==> config.mk <==
export PLATFORM = sky130hd
export DESIGN_NAME = led_pwm_multi
export DESIGN_NICKNAME = d
export VERILOG_FILES = /design/src/rtl/led_pwm_pkg.sv /design/src/rtl/led_breath_ch.sv /design/src/rtl/led_pwm_multi.sv
export SDC_FILE = /design/constraint.sdc
export NUM_CORES = 1
export LEC_CHECK = 0
export ABC_AREA = 1
export BUFFER_PORTS_ARGS = -buffer_cell sky130_fd_sc_hd__buf_2
export CORE_MARGIN = 3
export CORE_UTILIZATION = 37
export CTS_BUF_LIST = sky130_fd_sc_hd__clkbuf_2
export DETAILED_ROUTE_END_ITERATION = 10
export GPL_ROUTABILITY_DRIVEN = 0
export PLACE_DENSITY = 0.65
export SYNTH_ARGS = -nofsm -noshare
export SYNTH_HDL_FRONTEND = slang
export SYNTH_SLANG_ARGS = --single-unit
==> constraint.sdc <==
create_clock -name clk -period 1.96 [get_ports clk]
set_input_delay 0.392 -clock clk [delete_from_list [all_inputs] [get_ports clk]]
set_output_delay 0.392 -clock clk [all_outputs]
set_load 0.02 [all_outputs]
==> src/rtl/led_pwm_pkg.sv <==
// ---------------------------------------------------------------------------
// led_pwm_pkg
// Shared types and elaboration-time helpers for the multi-channel LED PWM
// controller.
//   led_mode_t      per-channel operating mode (OFF, ON, BREATH, BLINK)
//   calc_pre        clk cycles per PWM tick
//   calc_step_div   PWM periods per breath phase step
//   calc_blink_div  PWM periods per blink half-cycle
//   tri_fold        folds a DUTY_W+1 bit phase into a DUTY_W bit triangle
// Optional feature macro used by the channel module: LED_PWM_GAMMA_EN
// ---------------------------------------------------------------------------
package led_pwm_pkg;

    typedef enum logic [1:0] {
        OFF    = 2'd0,
        ON     = 2'd1,
        BREATH = 2'd2,
        BLINK  = 2'd3
    } led_mode_t;

    // Integer floor division clamped to a minimum of 1, done in 64 bits so
    // that MHz * 1e6 products cannot overflow.
    function automatic int clamp_div(input longint num, input longint den);
        longint q;
        q = num / den;
        return (q < 64'sd1) ? 1 : int'(q);
    endfunction

    function automatic int calc_pre(input int clk_fre, input int pwm_rate,
                                    input int duty_w);
        return clamp_div(longint'(clk_fre) * 64'sd1000000,
                         longint'(pwm_rate) * (64'sd1 << duty_w));
    endfunction

    function automatic int calc_step_div(input int breath_ms, input int pwm_rate,
                                         input int duty_w);
        return clamp_div(longint'(breath_ms) * longint'(pwm_rate),
                         64'sd2000 * (64'sd1 << duty_w));
    endfunction

    function automatic int calc_blink_div(input int blink_ms, input int pwm_rate);
        return clamp_div(longint'(blink_ms) * longint'(pwm_rate), 64'sd1000);
    endfunction

    // Upper half of the phase range counts the low bits back down, giving a
    // symmetric ramp up then ramp down over one full phase revolution.
    function automatic int unsigned tri_fold(input int unsigned phase,
                                             input int unsigned duty_w);
        int unsigned mask;
        int unsigned low;
        mask = (32'd1 << duty_w) - 32'd1;
        low  = phase & mask;
        return (((phase >> duty_w) & 32'd1) != 32'd0) ? (mask ^ low) : low;
    endfunction

endpackage

==> src/rtl/led_breath_ch.sv <==
// ---------------------------------------------------------------------------
// led_breath_ch
// One LED channel: breath phase counter, mode register, per-period duty latch
// and the PWM compare that drives the output pin.
// Ports:
//   clk, rst     system clock, synchronous active-high reset
//   pcnt         shared PWM period counter
//   wrap         high on the clk edge where pcnt wraps to 0 (period start)
//   step_stb     breath phase advance strobe (coincides with a wrap)
//   blink_on     shared blink toggle
//   cfg_we       commit a new mode on this wrap
//   cfg_mode     mode to commit
//   led          registered PWM output, active-high
// Macro LED_PWM_GAMMA_EN: breath duty passes through a square law through one
// extra register before being latched.
// ---------------------------------------------------------------------------
module led_breath_ch
    import led_pwm_pkg::*;
#(
    parameter int DUTY_W     = 10,
    parameter int PHASE_INIT = 0
) (
    input  logic              clk,
    input  logic              rst,
    input  logic [DUTY_W-1:0] pcnt,
    input  logic              wrap,
    input  logic              step_stb,
    input  logic              blink_on,
    input  logic              cfg_we,
    input  led_mode_t         cfg_mode,
    output logic              led
);

    localparam logic [DUTY_W:0] PH0 = PHASE_INIT[DUTY_W:0];

    logic [DUTY_W:0]   phase;
    led_mode_t         mode;
    led_mode_t         mode_nxt;
    logic [DUTY_W-1:0] duty_l;
    logic [DUTY_W-1:0] duty_tri;
    logic [DUTY_W-1:0] duty_br;
    logic [DUTY_W-1:0] duty_nxt;

    // The duty latched at a period start must already follow the mode that
    // becomes active at that same edge, so the new mode starts on a clean
    // period boundary.
    assign mode_nxt = cfg_we ? cfg_mode : mode;
    assign duty_tri = DUTY_W'(tri_fold(32'(phase), DUTY_W));

`ifdef LED_PWM_GAMMA_EN
    logic [DUTY_W-1:0] duty_g_p1;

    function automatic logic [DUTY_W-1:0] gamma_sq(input logic [DUTY_W-1:0] d);
        logic [2*DUTY_W-1:0] sq;
        sq = d * d;
        return sq[2*DUTY_W-1:DUTY_W];
    endfunction

    // Gamma stage: phase only moves at period start, so this register has
    // settled long before the next latch point.
    always_ff @(posedge clk) begin
        if (rst) begin
            duty_g_p1 <= '0;
        end else begin
            duty_g_p1 <= gamma_sq(duty_tri);
        end
    end

    assign duty_br = duty_g_p1;
`else
    assign duty_br = duty_tri;
`endif

    always_comb begin
        duty_nxt = '0;
        case (mode_nxt)
            BREATH:  duty_nxt = duty_br;
            BLINK:   duty_nxt = {DUTY_W{blink_on}};
            default: duty_nxt = '0;
        endcase
    end

    // Phase keeps running in every mode so channels stay in their fixed
    // relative offsets whenever they re-enter BREATH.
    always_ff @(posedge clk) begin
        if (rst) begin
            phase  <= PH0;
            mode   <= BREATH;
            duty_l <= '0;
            led    <= 1'b0;
        end else begin
            if (step_stb) begin
                phase <= phase + 1'b1;
            end
            if (wrap) begin
                mode   <= mode_nxt;
                duty_l <= duty_nxt;
            end
            led <= (mode == ON) || (pcnt < duty_l);
        end
    end

endmodule

==> src/rtl/led_pwm_multi.sv <==
// ---------------------------------------------------------------------------
// led_pwm_multi
// Multi-channel LED PWM controller. One shared prescaler and period counter
// feed CH_NUM channels, each in OFF / ON / BREATH / BLINK mode. Mode changes
// come in over a valid/ready port and take effect at the next period start.
// Ports:
//   clk         system clock
//   rst         synchronous reset, active-high
//   cfg_valid   config request
//   cfg_ready   request accepted on cfg_valid && cfg_ready
//   cfg_ch      target channel (values >= CH_NUM are accepted and dropped)
//   cfg_mode    led_mode_t encoding
//   period_stb  one-clk pulse at each PWM period start
//   led         PWM outputs, active-high
// Macro LED_PWM_GAMMA_EN (in led_breath_ch): square-law breath duty.
// ---------------------------------------------------------------------------
module led_pwm_multi
    import led_pwm_pkg::*;
#(
    parameter  int CLK_FRE   = 50,
    parameter  int CH_NUM    = 4,
    parameter  int DUTY_W    = 10,
    parameter  int PWM_RATE  = 10_000,
    parameter  int BREATH_MS = 2000,
    parameter  int BLINK_MS  = 500,
    localparam int CH_W      = (CH_NUM > 1) ? $clog2(CH_NUM) : 1
) (
    input  logic              clk,
    input  logic              rst,
    input  logic              cfg_valid,
    output logic              cfg_ready,
    input  logic [CH_W-1:0]   cfg_ch,
    input  logic [1:0]        cfg_mode,
    output logic              period_stb,
    output logic [CH_NUM-1:0] led
);

    localparam int PRE       = calc_pre(CLK_FRE, PWM_RATE, DUTY_W);
    localparam int STEP_DIV  = calc_step_div(BREATH_MS, PWM_RATE, DUTY_W);
    localparam int BLINK_DIV = calc_blink_div(BLINK_MS, PWM_RATE);
    localparam int PRE_W     = $clog2(PRE + 1);
    localparam int STEP_W    = $clog2(STEP_DIV + 1);
    localparam int BLINK_W   = $clog2(BLINK_DIV + 1);
    localparam int PH_SPAN   = (2 ** (DUTY_W + 1)) / CH_NUM;

    logic [PRE_W-1:0]   pre_cnt;
    logic [DUTY_W-1:0]  pcnt;
    logic [STEP_W-1:0]  step_cnt;
    logic [BLINK_W-1:0] blink_cnt;
    logic               blink_on;
    logic               tick;
    logic               wrap;
    logic               step_stb;

    logic               pend_vld;
    logic [CH_W-1:0]    pend_ch;
    led_mode_t          pend_mode;
    logic               accept;
    logic               commit;

    assign tick     = (pre_cnt == PRE_W'(PRE - 1));
    assign wrap     = tick && (pcnt == {DUTY_W{1'b1}});
    assign step_stb = wrap && (step_cnt == STEP_W'(STEP_DIV - 1));

    // Shared timebase: prescaler, period counter, breath and blink dividers.
    always_ff @(posedge clk) begin
        if (rst) begin
            pre_cnt    <= '0;
            pcnt       <= '0;
            period_stb <= 1'b0;
            step_cnt   <= '0;
            blink_cnt  <= '0;
            blink_on   <= 1'b0;
        end else begin
            pre_cnt    <= tick ? '0 : pre_cnt + 1'b1;
            period_stb <= wrap;
            if (tick) begin
                pcnt <= pcnt + 1'b1;
            end
            if (wrap) begin
                step_cnt <= (step_cnt == STEP_W'(STEP_DIV - 1)) ? '0 : step_cnt + 1'b1;
                if (blink_cnt == BLINK_W'(BLINK_DIV - 1)) begin
                    blink_cnt <= '0;
                    blink_on  <= ~blink_on;
                end else begin
                    blink_cnt <= blink_cnt + 1'b1;
                end
            end
        end
    end

    // Single-entry config buffer. Ready is simply "nothing pending", so a new
    // request cannot land on the same edge as a commit. A request accepted on
    // the wrap edge itself is not yet pending there and so waits a full
    // period for the following wrap.
    assign cfg_ready = ~pend_vld;
    assign accept    = cfg_valid && cfg_ready;
    assign commit    = wrap && pend_vld;

    always_ff @(posedge clk) begin
        if (rst) begin
            pend_vld  <= 1'b0;
            pend_ch   <= '0;
            pend_mode <= BREATH;
        end else if (accept) begin
            pend_vld  <= 1'b1;
            pend_ch   <= cfg_ch;
            pend_mode <= led_mode_t'(cfg_mode);
        end else if (commit) begin
            pend_vld  <= 1'b0;
        end
    end

    // Out-of-range channel numbers match no instance and are dropped here.
    for (genvar i = 0; i < CH_NUM; i++) begin : g_ch
        led_breath_ch #(
            .DUTY_W     (DUTY_W),
            .PHASE_INIT (i * PH_SPAN)
        ) u_ch (
            .clk      (clk),
            .rst      (rst),
            .pcnt     (pcnt),
            .wrap     (wrap),
            .step_stb (step_stb),
            .blink_on (blink_on),
            .cfg_we   (commit && (pend_ch == CH_W'(i))),
            .cfg_mode (pend_mode),
            .led      (led[i])
        );
    end

endmodule

Word level (Yosys, flattened, before mapping):

Index checks and enable logic that the tools add are counted.

* bits in registers: 133
* bits of input ports: 7
* output and inout port bits: 6
* word-level logic and storage cells: 94

* add/sub/neg operators: 8
* magnitude comparators: 4
* eq/ne operators: 19
* muxes and demuxes: 16
* bitwise operators: 6
* reductions and logical operators: 16

Operators by type and width (number)
* 10-bit one-hot mux with 2 select lines: 4
* 11-bit by 1-bit adder with 11-bit output, second input constant: 4
* 10-bit < comparator: 4
* 10-bit two-way mux: 4
* 10-bit inverter: 4
* 2-bit equality test, second input constant: 10
* 13-bit by 1-bit adder with 13-bit output, second input constant: 1
* 13-bit equality test, second input constant: 1
* 13-bit two-way mux: 1
* 10-bit by 1-bit adder with 10-bit output, second input constant: 1
* 10-bit equality test, second input constant: 1
* 2-bit by 1-bit equality test with 1-bit output, second input constant: 5
* 1-bit logical AND: 8
* 2-bit two-way mux: 4
* 4-bit by 1-bit adder with 4-bit output, second input constant: 1
* 4-bit equality test, second input constant: 1
* 1-bit logical OR: 4
* 4-bit two-way mux: 1
* 3-bit by 1-bit adder with 3-bit output, second input constant: 1
* 3-bit by 2-bit equality test with 1-bit output, second input constant: 1
* 2-bit zero test: 1
* 1-bit two-way mux: 2
* 1-bit inverter: 2
* 2-bit AND reduction: 1
* other kinds (2): 2

Depth between registers and ports, before layout:

* depth after elaboration: 7
* mapped depth: 12
* gate-level depth less buffers: 11

Modules after synthesis:

A second synthesis with hierarchy kept.

* cell total of the unflattened synthesis: 1109
* area, all modules: 7609.8 um^2

By module, submodules not included
* led_pwm_multi: instances 1, cells each 264, area each 1833.0 um^2, sequential area each 740.7 um^2
* led_breath_ch at g_ch[0].u_ch: instances 1, cells each 210, area each 1448.9 um^2, sequential area each 480.5 um^2
* led_breath_ch at g_ch[2].u_ch: instances 1, cells each 210, area each 1447.6 um^2, sequential area each 480.5 um^2
* led_breath_ch at g_ch[1].u_ch: instances 1, cells each 213, area each 1440.1 um^2, sequential area each 480.5 um^2
* led_breath_ch at g_ch[3].u_ch: instances 1, cells each 212, area each 1440.1 um^2, sequential area each 480.5 um^2

Least setup slack after synthesis:

OpenSTA, ideal clock, no wires.

* path kind: register -> register
* from: register pre_cnt[0]
* to: register g_ch[0].u_ch.duty_l[0]
* setup time: 113 ps
* data arrival time: 1755 ps
* data required time: 1847 ps
* slack: 92 ps
* cell stages (with the launch flop): 12
* buffers on the path: 1
* period minus slack after synthesis: 1868 ps
* cells stage by stage: dfxtp_1 -> ha_1 -> ha_1 -> nand4_2 -> nor2_8 -> nand3_1 -> nand2_1 -> nand2_1 -> buf_2 -> nor3b_1 -> o21ai_1 -> inv_1

* cells in the longest elaborated chain, start to end: 7
* elaborated cells between the ends (all ways): 8
* those cells by class: 3 x eq/ne; 2 x mux; 3 x reduce/logical

RTL lines
* from (decl): RTL line led_pwm_multi.sv:46 `logic [PRE_W-1:0] pre_cnt;`
* from (signal assigned): RTL line led_pwm_multi.sv:75 `pre_cnt <= tick ? '0 : pre_cnt + 1'b1;`
* 3-bit by 2-bit equality test with 1-bit output *: RTL line led_pwm_multi.sv:61 `assign tick = (pre_cnt == PRE_W'(PRE - 1));`
* 1-bit logical AND *: RTL line led_pwm_multi.sv:62 `assign wrap = tick && (pcnt == {DUTY_W{1'b1}});`
* 1-bit logical AND: RTL line led_pwm_multi.sv:98 `assign commit = wrap && pend_vld;`
* 1-bit logical AND: RTL line led_pwm_multi.sv:126 `.cfg_we (commit && (pend_ch == CH_W'(i))),`
* 2-bit two-way mux: RTL line led_breath_ch.sv:47 `assign mode_nxt = cfg_we ? cfg_mode : mode;`
* 2-bit equality test: RTL line led_breath_ch.sv:76 `case (mode_nxt)`
* 10-bit one-hot mux with 2 select lines: RTL line led_breath_ch.sv:76
* to (signal assigned): RTL line led_breath_ch.sv:97 `duty_l <= duty_nxt;`
* to (decl): RTL line led_breath_ch.sv:39 `logic [DUTY_W-1:0] duty_l;`

Mark *: on every way between the ends. The rest lies on a longest branch, timed or not.
A chain may end at the register's enable or synchronous reset.

Worst setup path in the final report:

* from: register pre_cnt[0]
* to: register g_ch[3].u_ch.duty_l[6]

* cells in the longest elaborated chain, start to end: 7
* elaborated cells between the ends (all ways): 8
* those cells by class: 3 x eq/ne; 2 x mux; 3 x reduce/logical

RTL lines (RTL line)
* 3-bit by 2-bit equality test with 1-bit output *: led_pwm_multi.sv:61
* 1-bit logical AND *: led_pwm_multi.sv:62
* 1-bit logical AND: led_pwm_multi.sv:98
* 1-bit logical AND: led_pwm_multi.sv:126
* 2-bit two-way mux: led_breath_ch.sv:47
* 2-bit equality test: led_breath_ch.sv:76
* 10-bit one-hot mux with 2 select lines: led_breath_ch.sv:76
* to (signal assigned): led_breath_ch.sv:97
* to (decl): led_breath_ch.sv:39

Marks and branches as above.

==> flow_metrics.env <==
export IMPL_status="finished, violations left"
export IMPL_violations="negative setup slack"
export IMPL_wl_um=17820
export IMPL_rsz0062_at_grt="true"
export IMPL_start_util_pct=38.14
export IMPL_cts_sinks=133
export IMPL_syn_cell_area_um2=7496
export IMPL_p_leak_nw=3.838
export IMPL_cpMaxStageDelayCell="dfxtp_2"
export IMPL_worstPathArrival_ns=2.65
export IMPL_place_ws_ns=-0.1634
export IMPL_cts_tree="built"
export IMPL_cts_buffers=17
export IMPL_placementRows=51
export IMPL_synth_area_per_cell_um2=7.327
export IMPL_synth_cell_type_count=43
export IMPL_p_per_area_nw_per_um2=538.8
export IMPL_cts_buffer_depth=2
export IMPL_synth_common_cells="nand2_1, inv_1, dfxtp_1"
export IMPL_synth_top_cell_area_share_pct=35.52
export IMPL_antenna_found_initial=1
export IMPL_cts_root_buffer="clkbuf_2"
export IMPL_grt_pass1_vias=6119
export IMPL_ir_worst_vdd_v=0.0003189
export IMPL_min_to="period_stb$_SDFF_PP0_"
export IMPL_grt_overflow=0
export IMPL_synthSimpleGateAreaFrac_pct=26.84
export IMPL_drive_gt1_share_pct=18.37
export IMPL_grt_max_degree=69
export IMPL_fin_area_um2=8987
export IMPL_grt_first_pass_wirelength_um=28840
export IMPL_fmax_ghz=0.4984
export IMPL_portBuffers=12
export IMPL_die_h_um=148.3
export IMPL_drtIter0Drc=291
export IMPL_setup_viol=9
export IMPL_yosysTopAreaCell="dfxtp_1"
export IMPL_muxShareOfSynthArea_pct=0
export IMPL_min_delay_start="rst"
export IMPL_fin_worst_skew_ns=0.02399
export IMPL_synth_xor_xnor_area_share_pct=5.842
export IMPL_reg2regPathDepth=12
export IMPL_ys_seq_area_share_pct=35.52
export IMPL_path_delay_family="simple AND/OR/NAND/NOR gates"
export IMPL_cap_violations=0
export IMPL_min_period_ns=2.007
export IMPL_synth_seq_cells=133
export IMPL_syn_inst=1023
export IMPL_post_dp_hpwl_um=12240
export IMPL_min_path_type="primary input to register"
export IMPL_num_vias=6657
export IMPL_wl_per_cell_um=13.10
export IMPL_max_stage_delay_ns=0.40
export IMPL_crit_fanout=10
export IMPL_startpoint_type="register"
export IMPL_yosysMostFrequentCell="nand2_1"
export IMPL_critPathBufInv=2
export IMPL_critPathCaptureType="register"
export IMPL_path_cells="ha_4, ha_4, nand4_4, nor2_8, buf_6, nand4_4, nand2_4, buf_12, nand3_2, nand2_1, nand2_1, a21oi_2"
export IMPL_path_class="register to register"
export IMPL_fin_tns_setup_ns=-0.1517
export IMPL_die_w_um=148.3
export IMPL_worstMarginPinSlew_ns=0.5836
export IMPL_maxSlewHeadroom_pct=61.04
export IMPL_synth_top_family_by_area="simple AND/OR/NAND/NOR gates"
export IMPL_synth_edf_count=0
export IMPL_die_area_um2=22000
export IMPL_layout_nets=1134
export IMPL_area_growth_pct=19.90
export IMPL_drv_slew=0
export IMPL_synth_area_top_cells="dfxtp_1, nand2_1, ha_1, inv_1, a21oi_1"
export IMPL_avgViaCountPerCell=4.895
export IMPL_min_period_over_period_pct=102.4
export IMPL_required_ns=2.60
export IMPL_synth_ff_type="dfxtp_1"
export IMPL_htree_levels=4
export IMPL_fill_cells=2055
export IMPL_antenna_left=0
export IMPL_ios=13
export IMPL_r2r_slack_ns=-0.05
export IMPL_r2r_end="g_ch[3].u_ch.duty_l[6]$_SDFFE_PP0P_"
export IMPL_syn_num_nets=1076
export IMPL_timing_rr_start="pre_cnt[0]$_SDFF_PP0_"
export IMPL_worst_skew_pair_late_latency_ns=0.70
export IMPL_firstDrtPassIters=4
export IMPL_yosysWarnings=0
export IMPL_finalWorstSetupSlack_ns=-0.04658
export IMPL_min_path_cells=3
export IMPL_drc=0
export IMPL_place_area_um2=8110
export IMPL_hold_viol_final=0
export IMPL_utilization_pct=45.73
export IMPL_gr_usage_all_layers_pct=16.07
export IMPL_core_area_um2=19650
export IMPL_synth_compound_area_share_pct=13.39
export IMPL_synthAdderAreaFrac_pct=7.678
export IMPL_ys_async_sr_fraction_pct=0
export IMPL_path_clk_slew_ns=0.20
==> how the worst max path moves through the flow <==
stage	startpoint	to	slack [ns]	cells past startpoint
2_1_floorplan	pre_cnt[0]$_SDFF_PP0_	g_ch[0].u_ch.duty_l[0]$_SDFFE_PP0P_	0.09	11
3_3_place_gp	pre_cnt[0]$_SDFF_PP0_	blink_cnt[6]$_SDFFE_PP0P_	-0.08	11
3_5_place_dp	pre_cnt[0]$_SDFF_PP0_	g_ch[2].u_ch.phase[7]$_SDFFE_PP0P_	-0.16	11
4_1_cts	pre_cnt[0]$_SDFF_PP0_	g_ch[3].u_ch.duty_l[6]$_SDFFE_PP0P_	-0.01	12
5_1_grt	pre_cnt[0]$_SDFF_PP0_	g_ch[3].u_ch.duty_l[5]$_SDFFE_PP0P_	-0.15	12
6_report	pre_cnt[0]$_SDFF_PP0_	g_ch[3].u_ch.duty_l[6]$_SDFFE_PP0P_	-0.05	12
==> area by class of cell <==
class	instances	area (um^2)	area share, %
multi-input combinational	694	4414	49.12
sequential	133	2668	29.68
timing repair buffer	81	708.2	7.880
inverter	154	590.6	6.571
tap	265	331.6	3.689
clock inverter	15	187.7	2.088
clock buffer	17	85.08	0.9467
antenna	1	2.502	0.02784
==> flip-flops by register name, summed over array words and instances (netlist names) <==
name	cells
pend_vld	1
pcnt	10
step_cnt	4
pend_mode	2
g_ch.u_ch.phase	44
pre_cnt	3
g_ch.u_ch.led	4
blink_cnt	13
period_stb	1
blink_on	1
g_ch.u_ch.mode	8
pend_ch	2
g_ch.u_ch.duty_l	40
==> report_power, final <==
group          switching (mW)  leakage (nW)  internal [mW]  total, mW
logic                   0.144          2.61         0.0870      0.231
clock network            1.04         0.155          0.823       1.86
registers              0.0170          1.07           2.73       2.75
==> through the flow <==
stage               power (mW)  hold slack, ns  std cells
finish                   4.842          0.4837       1360
global route             5.027          0.4660       1360
CTS                      4.879          0.4124       1351
detailed placement       2.990          0.4127       1306
global placement         2.988          0.4056       1306
floorplan                2.922          0.3992       1023
==> worst reg2reg max path: cells and delay by family (launching register included) <==
family | cells | cell delay (ns)
AOI/OAI and AO/OA | 1 | 0.10
adders and majority gates | 2 | 0.30
buffers and inverters | 2 | 0.31
DFF | 1 | 0.40
and+or+nand+nor | 7 | 0.84
==> cell usage in the layout (no fill, tap or decap), types with 30 or more instances in the layout <==
cell type / count
inv_1: 151
nand2_1: 145
dfxtp_1: 131
a21oi_1: 97
nor2_1: 70
nand3_1: 62
buf_4: 47
ha_1: 43
o21ai_0: 33
xor2_1: 30
==> routing by layer <==
layer	share of wire, %	vias up	global-route usage, %
met4	1.4	0	4.296
met5	0	-	0
li1	-	3488	-
met1	48	3065	20.87
met2	47	86	27.15
met3	3.3	18	3.473
==> what timing repair did <==
item,4_1_cts,5_1_grt
pin swaps,4,20
endpoints found under the hold margin,7,0
hold buffers,7,0
resized for setup,14,86
gates cloned,1,1
setup endpoints to repair,73,76
buffers inserted,5,7
==> logic make-up after synthesis <==
group,count (synthesis)
simple gates,412
buf+inv,197
flops,133
xor+xnor,50
fa+ha+maj,46
compound gates,185
(Power assumes the default switching activity.)
